<file path="src/rtl/id_ex_stage.sv">
// ----------------------------------------------------------------------------
// id_ex_stage : ID/EX pipeline register with operand forwarding and
//               load-use hazard detection, feeding the EX-stage ALU.
//
// Ports
//   clk, rst_n                      clock, async active-low reset
//   id_*                            decoded fields from ID (captured each edge)
//   flush                           branch taken: replace ID instruction with bubble
//   exmem_*, memwb_*                live forwarding sources
//   ALU_src_1/2, ALU_control, shamt ALU drive (operands combinational)
//   ex_store_data                   forwarded rt for stores
//   ex_dest_reg, ex_valid, ex_*     registered EX control
//   stall_id                        hold PC and IF/ID this cycle
//
// Optional: `define ID_EX_HAZARD_STATS_EN adds stall_count / flush_count.
// ----------------------------------------------------------------------------

// Per-source forwarding mux: EX/MEM beats MEM/WB beats register-file data.
// Register 0 is never forwarded.
module id_ex_fwd #(
    parameter int DATA_W     = 32,
    parameter int REG_ADDR_W = 5
) (
    input  logic [REG_ADDR_W-1:0] src_idx,
    input  logic [DATA_W-1:0]     reg_data,
    input  logic                  exmem_reg_write,
    input  logic [REG_ADDR_W-1:0] exmem_rd,
    input  logic [DATA_W-1:0]     exmem_alu_out,
    input  logic                  memwb_reg_write,
    input  logic [REG_ADDR_W-1:0] memwb_rd,
    input  logic [DATA_W-1:0]     memwb_wdata,
    output logic [DATA_W-1:0]     fwd_data
);
    always_comb begin
        fwd_data = reg_data;
        if (src_idx != '0) begin
            if (exmem_reg_write && exmem_rd == src_idx)
                fwd_data = exmem_alu_out;
            else if (memwb_reg_write && memwb_rd == src_idx)
                fwd_data = memwb_wdata;
        end
    end
endmodule

module id_ex_stage #(
    parameter int DATA_W     = 32,
    parameter int REG_ADDR_W = 5
) (
    input  logic                  clk,
    input  logic                  rst_n,
    input  logic                  id_valid,
    input  logic [DATA_W-1:0]     id_rs_data,
    input  logic [DATA_W-1:0]     id_rt_data,
    input  logic [DATA_W-1:0]     id_imm,
    input  logic [REG_ADDR_W-1:0] id_rs,
    input  logic [REG_ADDR_W-1:0] id_rt,
    input  logic [REG_ADDR_W-1:0] id_rd,
    input  logic [4:0]            id_shamt,
    input  logic [2:0]            id_alu_control,
    input  logic                  id_alu_src,
    input  logic                  id_reg_dst,
    input  logic                  id_reg_write,
    input  logic                  id_mem_read,
    input  logic                  id_mem_write,
    input  logic                  id_mem_to_reg,
    input  logic                  flush,
    input  logic                  exmem_reg_write,
    input  logic [REG_ADDR_W-1:0] exmem_rd,
    input  logic [DATA_W-1:0]     exmem_alu_out,
    input  logic                  memwb_reg_write,
    input  logic [REG_ADDR_W-1:0] memwb_rd,
    input  logic [DATA_W-1:0]     memwb_wdata,
    output logic [DATA_W-1:0]     ALU_src_1,
    output logic [DATA_W-1:0]     ALU_src_2,
    output logic [2:0]            ALU_control,
    output logic [4:0]            shamt,
    output logic [DATA_W-1:0]     ex_store_data,
    output logic [REG_ADDR_W-1:0] ex_dest_reg,
    output logic                  ex_valid,
    output logic                  ex_reg_write,
    output logic                  ex_mem_read,
    output logic                  ex_mem_write,
    output logic                  ex_mem_to_reg,
    output logic                  stall_id
`ifdef ID_EX_HAZARD_STATS_EN
   ,output logic [31:0]           stall_count,
    output logic [31:0]           flush_count
`endif
);
    localparam int NUM_SRC = 2;  // rs, rt

    typedef struct packed {
        logic                  valid;
        logic                  reg_write;
        logic                  mem_read;
        logic                  mem_write;
        logic                  mem_to_reg;
        logic                  alu_src;
        logic [2:0]            alu_control;
        logic [4:0]            shamt;
        logic [REG_ADDR_W-1:0] dest;
        logic [REG_ADDR_W-1:0] rs;
        logic [REG_ADDR_W-1:0] rt;
        logic [DATA_W-1:0]     rs_data;
        logic [DATA_W-1:0]     rt_data;
        logic [DATA_W-1:0]     imm;
    } ex_t;

    ex_t ex_q, ex_d;

    // Load in EX whose destination is read by the instruction in ID.
    // A flush kills the ID instruction, so there is nothing to stall for.
    assign stall_id = id_valid & ex_q.valid & ex_q.mem_read & (ex_q.dest != '0) &
                      ((ex_q.dest == id_rs) | (ex_q.dest == id_rt)) & ~flush;

    always_comb begin
        ex_d             = '0;
        ex_d.valid       = id_valid;
        ex_d.reg_write   = id_reg_write;
        ex_d.mem_read    = id_mem_read;
        ex_d.mem_write   = id_mem_write;
        ex_d.mem_to_reg  = id_mem_to_reg;
        ex_d.alu_src     = id_alu_src;
        ex_d.alu_control = id_alu_control;
        ex_d.shamt       = id_shamt;
        ex_d.dest        = id_reg_dst ? id_rd : id_rt;
        ex_d.rs          = id_rs;
        ex_d.rt          = id_rt;
        ex_d.rs_data     = id_rs_data;
        ex_d.rt_data     = id_rt_data;
        ex_d.imm         = id_imm;
        // Bubble: data fields still load, but nothing downstream commits.
        if (flush || stall_id) begin
            ex_d.valid       = 1'b0;
            ex_d.reg_write   = 1'b0;
            ex_d.mem_read    = 1'b0;
            ex_d.mem_write   = 1'b0;
            ex_d.mem_to_reg  = 1'b0;
            ex_d.alu_control = '0;
            ex_d.dest        = '0;
        end
    end

    always_ff @(posedge clk or negedge rst_n) begin
        if (!rst_n) ex_q <= '0;
        else        ex_q <= ex_d;
    end

    logic [NUM_SRC-1:0][REG_ADDR_W-1:0] src_idx;
    logic [NUM_SRC-1:0][DATA_W-1:0]     src_data;
    logic [NUM_SRC-1:0][DATA_W-1:0]     fwd_data;

    assign src_idx  = {ex_q.rt, ex_q.rs};
    assign src_data = {ex_q.rt_data, ex_q.rs_data};

    for (genvar s = 0; s < NUM_SRC; s++) begin : g_fwd
        id_ex_fwd #(.DATA_W(DATA_W), .REG_ADDR_W(REG_ADDR_W)) u_fwd (
            .src_idx         (src_idx[s]),
            .reg_data        (src_data[s]),
            .exmem_reg_write (exmem_reg_write),
            .exmem_rd        (exmem_rd),
            .exmem_alu_out   (exmem_alu_out),
            .memwb_reg_write (memwb_reg_write),
            .memwb_rd        (memwb_rd),
            .memwb_wdata     (memwb_wdata),
            .fwd_data        (fwd_data[s])
        );
    end

    // Shift ops take their shifted operand from rt.
    assign ALU_src_1     = (ex_q.alu_control == 3'b111 || ex_q.alu_control == 3'b011)
                           ? fwd_data[1] : fwd_data[0];
    assign ALU_src_2     = ex_q.alu_src ? ex_q.imm : fwd_data[1];
    assign ex_store_data = fwd_data[1];
    assign ALU_control   = ex_q.alu_control;
    assign shamt         = ex_q.shamt;
    assign ex_dest_reg   = ex_q.dest;
    assign ex_valid      = ex_q.valid;
    assign ex_reg_write  = ex_q.reg_write;
    assign ex_mem_read   = ex_q.mem_read;
    assign ex_mem_write  = ex_q.mem_write;
    assign ex_mem_to_reg = ex_q.mem_to_reg;

`ifdef ID_EX_HAZARD_STATS_EN
    always_ff @(posedge clk or negedge rst_n) begin
        if (!rst_n) begin
            stall_count <= '0;
            flush_count <= '0;
        end else begin
            if (stall_id) stall_count <= stall_count + 32'd1;
            if (flush)    flush_count <= flush_count + 32'd1;
        end
    end
`endif
endmodule

</file>
<file path="config.mk">
export PLATFORM = sky130hd
export DESIGN_NAME = id_ex_stage
export DESIGN_NICKNAME = d
export VERILOG_FILES = /design/src/rtl/id_ex_stage.sv
export SDC_FILE = /design/constraint.sdc
export NUM_CORES = 1
export LEC_CHECK = 0
export ABC_AREA = 1
export CORE_AREA = 2 2 128 192
export CTS_CLUSTER_DIAMETER = 200
export DETAILED_ROUTE_END_ITERATION = 10
export DIE_AREA = 0 0 130 194
export GPL_TIMING_DRIVEN = 0
export PLACE_DENSITY_LB_ADDON = 0.3
export SYNTH_ARGS = -nofsm -noshare
export SYNTH_HDL_FRONTEND = slang
export SYNTH_SLANG_ARGS = --single-unit
</file>
<file path="constraint.sdc">
create_clock -name clk -period 4.84 [get_ports clk]
set_clock_uncertainty 0.15 [all_clocks]
set_input_delay 0.726 -clock clk [delete_from_list [all_inputs] [get_ports clk]]
set_output_delay 0.726 -clock clk [all_outputs]
set_load 0.01 [all_outputs]
</file>
==> impl_metrics.ini <==
[power]
fin_total_pwr_mw = 3.12
total_switching_power_mw = 0.814
fraction_of_power_consumed_by_sequential_logic_pct = 35.9
clockPowerShare_pct = 42.3
static-leakage-power_nw = 5.46
p_int_mw = 2.31
cellPowerDensity_nw_per_um2 = 279
ir_drop_v = 0.000251
p_sw_share_pct = 26.0
share_comb_of_total_power_pct = 21.9

[cts]
cts_tree = yes
worst_skew_pair.late_latency_ns = 0.43
numCtsBuffers = 17
ctsRootBufferMaster = sky130_fd_sc_hd__clkbuf_16
clkTransAtPathRegs_ns = 0.06
postCtsSetupRepairBufs = 0
htreeDepth = 4
cts_hold_buf = 0
cts-resized-gates = 0
clock_sink_count = 125
clockBufferDepth = 2

[routing]
detail_route.wl_per_cell_um = 16.6
vias = 7366
initialDrtViolationCount = 373
postRouteWirelength_um = 27800
postRouteAntennaNets = 0
drc = 0
drt-pass1-iter-count = 4
viasPerCell = 4.41

[worst_setup_path]
path_buf_inv = 4
critical_path.slowest_cell = sky130_fd_sc_hd__clkdlybuf4s50_1
critical_path_arrival_ns = 3.26
crit_required_ns = 3.96
crit_chain = clkdlybuf4s50_1 > inv_1 > nor2_1 > a21oi_1 > nand3_1 > clkbuf_1 > o21ai_0 > nand2_1 > nand3_1 > nand2_1 > clkdlybuf4s50_1
setup.worst_path.start_class = input port
kind_of_end_point_of_the_critical_path = primary output
critical_path_class = input port to primary output
cpPeakStageDelay_ns = 0.54
cp_max_fo = 10
worst_path_dominant_cell_family = buffers and inverters

[global_routing]
number_of_antenna_violations_at_the_first_check_in_global_routing = 2
pin_count_of_the_biggest_net_entering_global_routing = 71
first_global_vias = 7594
gr_ovfl_total = 0
grt_util_all_layers_pct = 22.4
grt_pass1_wl_um = 42100

[yosys]
cell_area_synth_um2 = 6990
synth.top_cells.by_area = sky130_fd_sc_hd__dfrtp_1 (45%), sky130_fd_sc_hd__nand2_1 (16%), sky130_fd_sc_hd__nand3_1 (7.4%)
synthMostInstantiatedCell = sky130_fd_sc_hd__nand2_1
edff_count_synth = 0
synth_top_flop_cell = sky130_fd_sc_hd__dfrtp_1
netlist.top_cell.by_area = sky130_fd_sc_hd__dfrtp_1
synth-async-reset-ratio_pct = 100
synth_warnings = 0
post-synth-top-area-fraction_pct = 44.8
seq_area_frac_synth_pct = 44.8
syn-instance-count = 997
yosys.cell_types.count = 26
synth_top_cells_by_count = sky130_fd_sc_hd__nand2_1 (297), sky130_fd_sc_hd__nor2_1 (129), sky130_fd_sc_hd__inv_1 (128)
mappedNetlistNets = 1202
yosys_register_bits = 125
synth.avg_cell_area_um2 = 7.01

[final_layout]
instances_no_fill = 1669
area_overhead_vs_synth_pct = 60.4
largest_register_ffs = 107
num-nets-final = 1540
fraction_of_layout_cells_with_a_size_suffix_above_1_pct = 7.72
fill_cells = 2359

[timing]
slew_headroom_pct = 51.8
worst-slew-pin-transition_ns = 0.723
minimum_clock_period_after_layout_ns = 4.13
period_share_pct = 85.4
drv_slew = 0
grt_setup_unrepaired = false
maxClockFrequency_mhz = 242
hold_slack_ns = 0.135
final-setup-viol-count = 0
hold_viol_final = 0

[flow_run]
timing.max_cap.violations = 0

[hold_path]
min-delay-path-class = input port to async pin

[floorplan]
num_io_pins = 320
die_area_um2 = 25200
floorplan.core_area_um2 = 23600
die-height_um = 194
initial_utilization_pct = 29.6
floorplan.rows = 69
die_w_um = 130

[run_status]
run_status = complete, no violations

[place]
gp_routability_congestion = 0.873
hpwlAfterDp_um = 21200
port-buffer-count = 318
dpl.cell_count = 1635
==> power by group through the flow <==
stage | Clock (mW) | Sequential [mW] | Combinational (mW)
final | 1.32 | 1.12 | 0.683
after global routing | 1.40 | 1.13 | 0.745
after CTS | 1.35 | 1.12 | 0.691
after detailed placement | 0 | 1.14 | 0.686
after global placement | 0 | 1.14 | 0.679
after floorplan | 0 | 1.14 | 0.257
==> cell usage in the layout (no fill, tap or decap), types with 4 or more instances in the layout <==
cell                              Yosys  layout
sky130_fd_sc_hd__a21oi_1              4       4
sky130_fd_sc_hd__and2_1              30      30
sky130_fd_sc_hd__buf_1                4       4
sky130_fd_sc_hd__buf_2               18      18
sky130_fd_sc_hd__buf_4               13      13
sky130_fd_sc_hd__buf_6                4       5
sky130_fd_sc_hd__clkbuf_1            20      23
sky130_fd_sc_hd__clkbuf_16            0      17
sky130_fd_sc_hd__clkdlybuf4s50_1      0     317
sky130_fd_sc_hd__dfrtp_1            125     125
sky130_fd_sc_hd__inv_1              128     128
sky130_fd_sc_hd__inv_2                5       5
sky130_fd_sc_hd__mux2i_1              5       5
sky130_fd_sc_hd__nand2_1            297     297
sky130_fd_sc_hd__nand3_1            104     104
sky130_fd_sc_hd__nor2_1             129     129
sky130_fd_sc_hd__nor2_2              28      28
sky130_fd_sc_hd__o21ai_0             58      58
sky130_fd_sc_hd__o21ai_1              4       4
sky130_fd_sc_hd__xnor2_1              6       6
sky130_fd_sc_hd__xor2_1               4       4
==> per-layer routing <==
metal | track usage [%] | wire length, um
met5 | 0 | 0
met4 | 10.1 | 1050
met3 | 5.38 | 1580
met2 | 40.0 | 14600
met1 | 24.7 | 10500
==> stage by stage <==
step | setup WS [ns] | utilization [%] | instance area [um^2] | setup TNS (ns)
floorplan | 2.26 | - | 6990 | 0
global placement | -2.32 | 44.8 | 10600 | -287.57
detailed placement | 0.686 | 45.0 | 10600 | 0
CTS | 0.679 | 47.5 | 11200 | 0
global route | 0.542 | 47.5 | 11200 | 0
finish | 0.709 | 47.5 | 11200 | 0
==> area by class of cell <==
type	count	area (um^2)	area share (%)
Sequential cell	125	3130	27.9
Clock inverter	10	139	1.24
Inverter	134	503	4.49
Tap cell	319	399	3.56
Buffer	59	323	2.88
Antenna cell	2	5.00	0.0447
Multi-Input combinational cell	679	3030	27.1
Clock buffer	22	464	4.14
Timing Repair Buffer	319	3210	28.7
==> final timing paths <==
check,start,endpoint,slack (ns),cells past startpoint
max reg2reg,ex_dest_reg[0],ex_dest_reg[3],3.02,8
min in group clk,id_rt_data[29],ex_q[61],0.58,1
min,rst_n,ex_q[104],0.13,1
min reg2reg,ex_valid,ex_valid,0.63,4
max in group asynchronous,rst_n,ex_q[47],3.64,2
max,memwb_rd[2],ALU_src_1[14],0.71,11
==> logic make-up after synthesis <==
kind of cell / share of synthesized area (%)
flops: 44.8
compound gates: 4.73
simple gates: 36.7
xor+xnor: 1.25
mux: 0.716
buf+inv: 11.8
Note: power is estimated with default switching activity, not from simulation.
